<file path="src/rtl/bus_wait_pkg.sv">
// Shared types and constants for the CPU bus wait-state controller:
// region/state enums, region address map and chip-select bit positions.
package bus_wait_pkg;

  typedef enum logic [1:0] {
    REG_RAM   = 2'd0,
    REG_SDRAM = 2'd1,
    REG_IO    = 2'd2,
    REG_ROM   = 2'd3
  } region_t;

  typedef enum logic [1:0] {
    ST_IDLE     = 2'd0,
    ST_WAIT     = 2'd1,
    ST_ACK_WAIT = 2'd2
  } state_t;

  localparam logic [15:0] RAM_BASE    = 16'h0000;
  localparam logic [15:0] RAM_LIMIT   = 16'h7FFF;
  localparam logic [15:0] SDRAM_BASE  = 16'h8000;
  localparam logic [15:0] SDRAM_LIMIT = 16'hBFFF;
  localparam logic [15:0] IO_BASE     = 16'hC000;
  localparam logic [15:0] IO_LIMIT    = 16'hEFFF;
  localparam logic [15:0] ROM_BASE    = 16'hF000;
  localparam logic [15:0] ROM_LIMIT   = 16'hFFFF;

  localparam int unsigned CS_RAM   = 0;
  localparam int unsigned CS_SDRAM = 1;
  localparam int unsigned CS_IO    = 2;
  localparam int unsigned CS_ROM   = 3;

endpackage

</file>
<file path="src/rtl/addr_decode.sv">
// Combinational CPU address decode into a region code and one-hot chip selects.
module addr_decode
  import bus_wait_pkg::*;
(
  input  logic [15:0] cpu_addr,
  output region_t     region,
  output logic [3:0]  cs
);

  always_comb begin
    region = REG_ROM;
    cs     = '0;
    if (cpu_addr <= RAM_LIMIT) begin
      region       = REG_RAM;
      cs[CS_RAM]   = 1'b1;
    end else if (cpu_addr >= SDRAM_BASE && cpu_addr <= SDRAM_LIMIT) begin
      region       = REG_SDRAM;
      cs[CS_SDRAM] = 1'b1;
    end else if (cpu_addr >= IO_BASE && cpu_addr <= IO_LIMIT) begin
      region       = REG_IO;
      cs[CS_IO]    = 1'b1;
    end else begin
      region       = REG_ROM;
      cs[CS_ROM]   = 1'b1;
    end
  end

endmodule

</file>
<file path="src/rtl/bus_wait_ctrl.sv">
// CPU bus wait-state controller: stretches IO/ROM cycles by fixed counts and
// SDRAM cycles until dev_ack. Optional ack timeout: define WAIT_TIMEOUT_EN.
module bus_wait_ctrl
  import bus_wait_pkg::*;
#(
  parameter int unsigned WAIT_IO     = 2,
  parameter int unsigned WAIT_ROM    = 1,
  parameter int unsigned ACK_TIMEOUT = 16
) (
  input  logic        clk_2,
  input  logic        rst,
  input  logic [15:0] cpu_addr,
  input  logic        cpu_rwb,
  input  logic        dev_ack,
  output logic        cpu_rdy,
  output logic [3:0]  cs,
  output logic        dev_req,
  output logic        dev_rwb,
  output logic        bus_err
);

  if (WAIT_IO > 15 || WAIT_ROM > 15 || ACK_TIMEOUT < 2 || ACK_TIMEOUT > 255) begin : g_param_check
    $error("bus_wait_ctrl: parameter out of range");
  end

  region_t    region;
  state_t     state, state_nxt;
  logic [3:0] cnt, cnt_nxt;
  logic [3:0] n_wait;

  addr_decode u_addr_decode (
    .cpu_addr (cpu_addr),
    .region   (region),
    .cs       (cs)
  );

  assign dev_rwb = cpu_rwb;
  assign n_wait  = (region == REG_IO) ? 4'(WAIT_IO) : 4'(WAIT_ROM);

`ifdef WAIT_TIMEOUT_EN
  logic [7:0] timer, timer_nxt;
`else
  assign bus_err = 1'b0;
`endif

  always_comb begin
    state_nxt = state;
    cnt_nxt   = cnt;
    cpu_rdy   = 1'b1;
    dev_req   = 1'b0;
`ifdef WAIT_TIMEOUT_EN
    timer_nxt = timer;
    bus_err   = 1'b0;
`endif
    case (state)
      ST_IDLE: begin
        case (region)
          REG_SDRAM: begin
            cpu_rdy   = 1'b0;
            dev_req   = 1'b1;
            state_nxt = ST_ACK_WAIT;
`ifdef WAIT_TIMEOUT_EN
            timer_nxt = '0;
`endif
          end
          REG_IO, REG_ROM: begin
            if (n_wait != 4'd0) begin
              cpu_rdy   = 1'b0;
              cnt_nxt   = n_wait - 4'd1;
              state_nxt = ST_WAIT;
            end
          end
          default: ;
        endcase
      end
      ST_WAIT: begin
        if (cnt != 4'd0) begin
          cpu_rdy = 1'b0;
          cnt_nxt = cnt - 4'd1;
        end else begin
          state_nxt = ST_IDLE;
        end
      end
      ST_ACK_WAIT: begin
        cpu_rdy = dev_ack;
        if (dev_ack) begin
          state_nxt = ST_IDLE;
`ifdef WAIT_TIMEOUT_EN
        end else if (timer == 8'(ACK_TIMEOUT - 1)) begin
          cpu_rdy   = 1'b1;
          bus_err   = 1'b1;
          state_nxt = ST_IDLE;
        end else begin
          timer_nxt = timer + 8'd1;
`endif
        end
      end
      default: state_nxt = ST_IDLE;
    endcase
    // Reset forces the idle-cycle outputs regardless of the in-flight access.
    if (rst) begin
      cpu_rdy = 1'b1;
      dev_req = 1'b0;
`ifdef WAIT_TIMEOUT_EN
      bus_err = 1'b0;
`endif
    end
  end

  always_ff @(posedge clk_2) begin
    if (rst) begin
      state <= ST_IDLE;
      cnt   <= '0;
`ifdef WAIT_TIMEOUT_EN
      timer <= '0;
`endif
    end else begin
      state <= state_nxt;
      cnt   <= cnt_nxt;
`ifdef WAIT_TIMEOUT_EN
      timer <= timer_nxt;
`endif
    end
  end

endmodule

</file>
<file path="config.mk">
export PLATFORM = sky130hd
export DESIGN_NAME = bus_wait_ctrl
export DESIGN_NICKNAME = d
export VERILOG_FILES = /design/src/rtl/bus_wait_pkg.sv /design/src/rtl/addr_decode.sv /design/src/rtl/bus_wait_ctrl.sv
export SDC_FILE = /design/constraint.sdc
export NUM_CORES = 1
export LEC_CHECK = 0
export ABC_CLOCK_PERIOD_IN_PS = 4500
export CAP_MARGIN = 20
export CORE_MARGIN = 1.5
export CORE_UTILIZATION = 30
export CTS_BUF_LIST = sky130_fd_sc_hd__clkbuf_16
export DETAILED_ROUTE_END_ITERATION = 10
export PLACE_DENSITY = 0.69
export RECOVER_POWER = 50
export SETUP_SLACK_MARGIN = 0.1
export SLEW_MARGIN = 20
export SYNTH_ARGS = -nofsm -noshare
export SYNTH_HDL_FRONTEND = slang
export SYNTH_HIERARCHICAL = 1
export SYNTH_SLANG_ARGS = --single-unit
export TNS_END_PERCENT = 30
</file>
<file path="constraint.sdc">
create_clock -name clk_2 -period 4.5 [get_ports clk_2]
set_input_delay 0.9 -clock clk_2 [delete_from_list [all_inputs] [get_ports clk_2]]
set_output_delay 0.9 -clock clk_2 [all_outputs]
set_load 0.02 [all_outputs]
</file>
==> results of run 1 <==
## worst min path at each step
stage                                   start                   to  cells past startpoint
after global placement    cnt[1]$_SDFFE_PP0P_  cnt[1]$_SDFFE_PP0P_                      2
final                     cnt[1]$_SDFFE_PP0P_  cnt[1]$_SDFFE_PP0P_                      2
after CTS                 cnt[1]$_SDFFE_PP0P_  cnt[1]$_SDFFE_PP0P_                      2
after floorplan           cnt[1]$_SDFFE_PP0P_  cnt[1]$_SDFFE_PP0P_                      2
after detailed placement  cnt[1]$_SDFFE_PP0P_  cnt[1]$_SDFFE_PP0P_                      2
after global routing      cnt[3]$_SDFFE_PP0P_  cnt[3]$_SDFFE_PP0P_                      2
## Yosys cell counts (all sizes together)
master | instances | area [sq um]
dfxtp | 6 | 120
inv | 5 | 18.8
buf | 4 | 31.3
a21oi | 3 | 15.0
nor2 | 3 | 11.3
o21ai | 3 | 15.0
or4 | 3 | 22.5
or4b | 3 | 30.0
a221oi | 2 | 23.8
clkbuf | 2 | 7.51
ha | 2 | 25.0
nand2 | 2 | 7.51
nor3 | 2 | 10.0
nor4 | 2 | 12.5
a31oi | 1 | 6.26
conb | 1 | 3.75
mux2 | 1 | 11.3
nand2b | 1 | 6.26
nor4bb | 1 | 10.0
o21a | 1 | 7.51
o21bai | 1 | 7.51
o31ai | 1 | 7.51
or3 | 1 | 6.26
## final cells by class
type	count	share of cell area, %
tap	15	3.13
multi-input combinational	34	39.9
sequential	6	20.0
inverter	5	3.13
timing repair buffer	13	21.3
clock buffer	3	12.5
## kinds of logic (layout without fill, tap and decap cells)
family	Yosys count	in the layout	synth area share (%)
other	1	1	0.900
AOI/OAI and AO/OA	12	12	19.8
buffers and inverters	11	21	13.8
adders and majority gates	2	2	6.01
muxes	1	1	2.70
DFF	6	6	28.8
and+or+nand+nor	18	18	27.9
## metal layers
metal	wire length, microns	share of wire, %
met1	424	45
met2	456	49
met3	45	4.8
met4	13	1.4
met5	0	0
## flip-flops by register name (all words and copies together) (netlist names)
register and count:
cnt 4, state 2
## per-stage QoR
stage	instances	hold WS, ns
global route	76	0.525
CTS	76	0.496
detailed placement	73	0.492
floorplan	51	0.459
finish	76	0.497
global placement	73	0.479
## worst min-delay path, stage by stage (launching register included)
cell,delay [ns]
dfxtp_1,0.31
o21ai_0,0.08
a21oi_1,0.06
## power by group through the flow
stage	Clock [mW]	Combinational (mW)	Sequential [mW]
final	0.142	0.0479	0.0652
after floorplan	0	0.0364	0.0620
after global routing	0.148	0.0532	0.0662
after detailed placement	0	0.0478	0.0657
after CTS	0.144	0.0486	0.0651
after global placement	0	0.0465	0.0656
==> impl_metrics.json, run 1 <==
{
  "core_sq_mm": 0.00130,
  "start_util_pct": 32.0,
  "yosysSeqAreaShare_pct": 28.8,
  "finalMaxSlewViolations": 0,
  "pwr-share-comb_pct": 18.8,
  "required_ns": 3.60,
  "grt_usage_pct": 15.7,
  "status": "finished, final reports clean",
  "syn-cell-area_sq_um": 417,
  "path_max_fanout": 6,
  "cts_resized": 0,
  "cp_top_family": "buffers and inverters",
  "antenna_cells": 0,
  "wl_per_cell_microns": 12.4,
  "start_kind": "input port",
  "end_kind": "primary output",
  "crit_cells": 6,
  "drc": 0,
  "syn_avg_cell_area_sq_um": 8.17,
  "p_sw_mw": 0.0584,
  "vias_per_cell": 5.28,
  "cts-root-buf": "clkbuf_16",
  "fin_ws_ns": 0.818,
  "drt_pass1_iterations": 2,
  "met1_usage_pct": 17.3,
  "cts_max_path_buffers": 2,
  "fin_skew_ns": 0.00247,
  "maxCapViolations": 0,
  "antenna_found_initial": 0,
  "grt_pass1_wl_microns": 1620,
  "path_cells": "dlygate4sd3_1 > nand2_1 > inv_1 > nor4_1 > or4_1 > clkdlybuf4s50_1",
  "io-pin-count": 28,
  "cpPeakStageDelay_ns": 0.57,
  "seq_power_share_pct": 25.5,
  "crit_slowest_cell": "dlygate4sd3_1",
  "critical_path.startpoint": "cpu_addr[14]",
  "synthesis.instances": 51,
  "place_area_sq_um": 524,
  "fillers": 129,
  "grt_setup_unrepaired": "false",
  "post-route-period-util_pct": 81.8,
  "worstPathArrival_ns": 2.78,
  "multi_input_area_sq_um": 239,
  "dpl.hpwl_microns": 658,
  "dieArea_sq_mm": 0.00162,
  "wirelength_microns": 939,
  "met2_usage_pct": 25.8,
  "dp_slack_ns": 0.906,
  "p_total_mw": 0.255,
  "port_buffers": 12,
  "pwr-share-clk_pct": 55.7,
  "row_count": 13,
  "setup_viol": 0,
  "ir_worst_vdd_v": 0.000155,
  "finalHoldViolations": 0,
  "top_usage_layer": "met2",
  "synth_seq_cells": 6,
  "grt_max_degree": 11,
  "yosys_warnings": 6,
  "antenna_left": 0,
  "grt_pass1_vias": 372,
  "worst-path-buf-inv": 3,
  "fp.dieH_microns": 40.3,
  "cts_sinks": 6,
  "crit_end": "cpu_rdy",
  "power_leakage_nw": 0.235,
  "regToRegEndpoint": "cnt[2]$_SDFFE_PP0P_",
  "cts_buffers": 3,
  "crit_type": "in -> out",
  "rrSetupSlack_ns": 2.77,
  "p_sw_share_pct": 22.9,
  "final_common_cell": "clkdlybuf4s50_1",
  "place.gp.congestion": 0.699,
  "post_cts_buffers": 0,
  "grt_use_met3_pct": 5.00,
  "final_cell_mix": "clkdlybuf4s50_1 (11), dfxtp_1 (6), inv_1 (5)",
  "ctsHoldBuffers": 0,
  "fin_crit_ns": 3.68,
  "clk_pin_slew_ns": 0.03,
  "fmax_mhz": 272,
  "final_util_pct": 46.1,
  "reg2reg_depth": 6,
  "drive_above_1_share_pct": 11.5,
  "final_design_area_no_fill_sq_um": 599,
  "p_int_mw": 0.197,
  "globalRouteOverflowTotal": 0,
  "insertion_delay_ns": 0.23,
  "ys_types": 27,
  "drtIter0Drc": 2,
  "power_density_mw_per_mm2": 426,
  "tritoncts": "yes",
  "r2r-start": "cnt[0]$_SDFFE_PP0P_",
  "vias": 401,
  "dieWidth_microns": 40.3,
  "h-tree-depth": 1,
  "worst_hold_path_type": "reg -> reg",
  "seq_area_sq_um": 120,
  "synth_fp_nets": 73,
  "fin_tns_setup_ns": 0,
  "nets": 85,
  "syn_to_final_growth_pct": 43.8
}
No activity file was read; power rests on OpenSTA's default activity.
==> inputs of run 2 (changes only) <==
Settings changed: ABC_CLOCK_PERIOD_IN_PS 4500 to 3300, PLACE_DENSITY 0.69 to 0.72.
Clock period 4.5 ns to 3.3 ns, I/O delays scaled along.
==> run 2 against run 1 <==
Sequential power increased by 37%. Highest routed layer is now met3. Non-clock buffer count increased by 1. Clock-buffer cell count unchanged. Routed wire length increased by 6.8%. Global-route usage increased by 0.51 points. Total power increased by 38%. Combinational power increased by 38%. First-iteration DRC count increased by 100%. Sequential cell count unchanged. Sequential share of layout area decreased by 0.45 points. Hold slack improved by 0.0066 ns.
==> impl_metrics.json, run 2 (synthesized netlist as in run 1, its figures left out) <==
{
  "finalHoldViolations": 0,
  "p_sw_share_pct": 23.4,
  "cts_resized": 0,
  "vias_per_cell": 5.29,
  "path_max_fanout": 3,
  "status": "finished, final reports clean",
  "cts_max_path_buffers": 2,
  "dieWidth_microns": 40.3,
  "crit_type": "in -> out",
  "grt_max_degree": 11,
  "dieArea_sq_mm": 0.00162,
  "start_kind": "input port",
  "row_count": 13,
  "cp_top_family": "buffers and inverters",
  "cpPeakStageDelay_ns": 0.66,
  "cts_buffers": 3,
  "maxCapViolations": 0,
  "multi_input_area_sq_um": 243,
  "port_buffers": 12,
  "fin_tns_setup_ns": 0,
  "insertion_delay_ns": 0.23,
  "post-route-period-util_pct": 93.1,
  "setup_viol": 0,
  "pwr-share-comb_pct": 18.7,
  "antenna_left": 0,
  "final_common_cell": "clkdlybuf4s50_1",
  "io-pin-count": 28,
  "ctsHoldBuffers": 0,
  "top_register": "cnt",
  "cts_sinks": 6,
  "place.gp.congestion": 0.824,
  "fin_skew_ns": 0.00439,
  "wirelength_microns": 1000,
  "grt_pass1_wl_microns": 1630,
  "worst_hold_path_type": "reg -> reg",
  "pwr-share-clk_pct": 55.8,
  "p_total_mw": 0.352,
  "grt_pass1_vias": 368,
  "final_cell_mix": "clkdlybuf4s50_1 (11), dfxtp_1 (6), inv_1 (5)",
  "fp.dieH_microns": 40.3,
  "syn_to_final_growth_pct": 47.1,
  "antenna_found_initial": 0,
  "antenna_cells": 0,
  "seq_area_sq_um": 120,
  "whs_ns": 0.503,
  "clk_pin_slew_ns": 0.04,
  "h-tree-depth": 1,
  "fmax_mhz": 326,
  "tritoncts": "yes",
  "power_leakage_nw": 0.244,
  "drtIter0Drc": 4,
  "fillers": 133,
  "fin_crit_ns": 3.07,
  "globalRouteOverflowTotal": 0,
  "wl_per_cell_microns": 13.0,
  "drive_above_1_share_pct": 14.5,
  "worstPathArrival_ns": 2.41,
  "final_cells": 77,
  "drt_pass1_iterations": 4,
  "finalMaxSlewViolations": 0,
  "crit_slowest_cell": "clkdlybuf4s50_1",
  "cts-root-buf": "clkbuf_16",
  "drc": 0,
  "cp_common_cell": "clkdlybuf4s50_1",
  "post_cts_buffers": 0,
  "p_sw_mw": 0.0825,
  "ir_worst_vdd_v": 0.000347,
  "vias": 407,
  "grt_usage_pct": 16.2,
  "worst-path-buf-inv": 2,
  "p_int_mw": 0.269,
  "power_density_mw_per_mm2": 574,
  "dpl.hpwl_microns": 710,
  "path_cells": "clkdlybuf4s50_1 > nand2_1 > a21oi_2 > nand2b_1 > nor4_1 > clkdlybuf4s50_1",
  "nets": 86,
  "grt_setup_unrepaired": "false",
  "end_kind": "primary output",
  "reg.largest.list": "cnt x4, state x2",
  "largest_reg_flops": 4,
  "seq_power_share_pct": 25.4,
  "post-place-cells": 74,
  "core_sq_mm": 0.00130,
  "start_util_pct": 32.0,
  "required_ns": 2.64
}
run 2: cell count changes in the layout (fill, tap and decap cells not counted):
cell | previous run | this run
a21oi_2 | 0 | 1
a21oi_1 | 3 | 2
buf_4 | 1 | 2
dlygate4sd3_1 | 1 | 0
dlymetal6s2s_1 | 0 | 1
run 2: worst register-to-register path, delay by kind of cell (launching register included):
kind	cells	cell delay, ns
AO/OA/AOI/OAI	1	0.26
adder cells (fa/ha/maj)	1	0.18
buffers and inverters	2	0.24
flip-flops	1	0.36
AND/OR/NAND/NOR	2	0.64
run 2: power groups by stage:
| stage | combinational [mW] | clock, mW | sequential, mW |
|---|---|---|---|
| finish | 0.0660 | 0.196 | 0.0895 |
| detailed placement | 0.0653 | 0 | 0.0894 |
| global placement | 0.0642 | 0 | 0.0892 |
| global route | 0.0733 | 0.204 | 0.0902 |
| CTS | 0.0660 | 0.199 | 0.0889 |
| floorplan | 0.0497 | 0 | 0.0845 |
run 2: final timing paths:
kind,start,to,slack [ns],cells after the start
max,cpu_addr[12],dev_req,0.23,6
min,cnt[1]$_SDFFE_PP0P_,cnt[1]$_SDFFE_PP0P_,0.50,2
max reg2reg,cnt[0]$_SDFFE_PP0P_,cnt[3]$_SDFFE_PP0P_,1.54,6
min reg2reg,cnt[1]$_SDFFE_PP0P_,cnt[1]$_SDFFE_PP0P_,0.50,2
run 2: cell type report:
| class | instances | share of cell area [%] |
|---|---|---|
| Multi-Input combinational cell | 34 | 39.6 |
| Clock buffer | 3 | 12.2 |
| Tap cell | 15 | 3.06 |
| Inverter | 5 | 3.06 |
| Sequential cell | 6 | 19.6 |
| Timing Repair Buffer | 14 | 22.4 |
run 2: routing by layer:
metal / track usage [%] / wire length, microns / vias to the layer above / share of wire, %
met4: 9.17 / 0 / 0 / 0
met1: 18.5 / 471 / 196 / 47
met3: 8.33 / 35 / 0 / 3.5
met2: 24.2 / 496 / 3 / 49
met5: 0 / 0 / - / 0
li1: - / - / 208 / -
run 2: metrics by stage:
stage / cell area [sq um] / setup slack (ns) / utilization, %
finish: 613 / 0.228 / 47.1
global route: 613 / 0.124 / 47.1
CTS: 607 / 0.157 / 46.6
detailed placement: 532 / 0.164 / 40.9
global placement: 532 / 0.177 / 40.9
floorplan: 417 / 0.971 / -
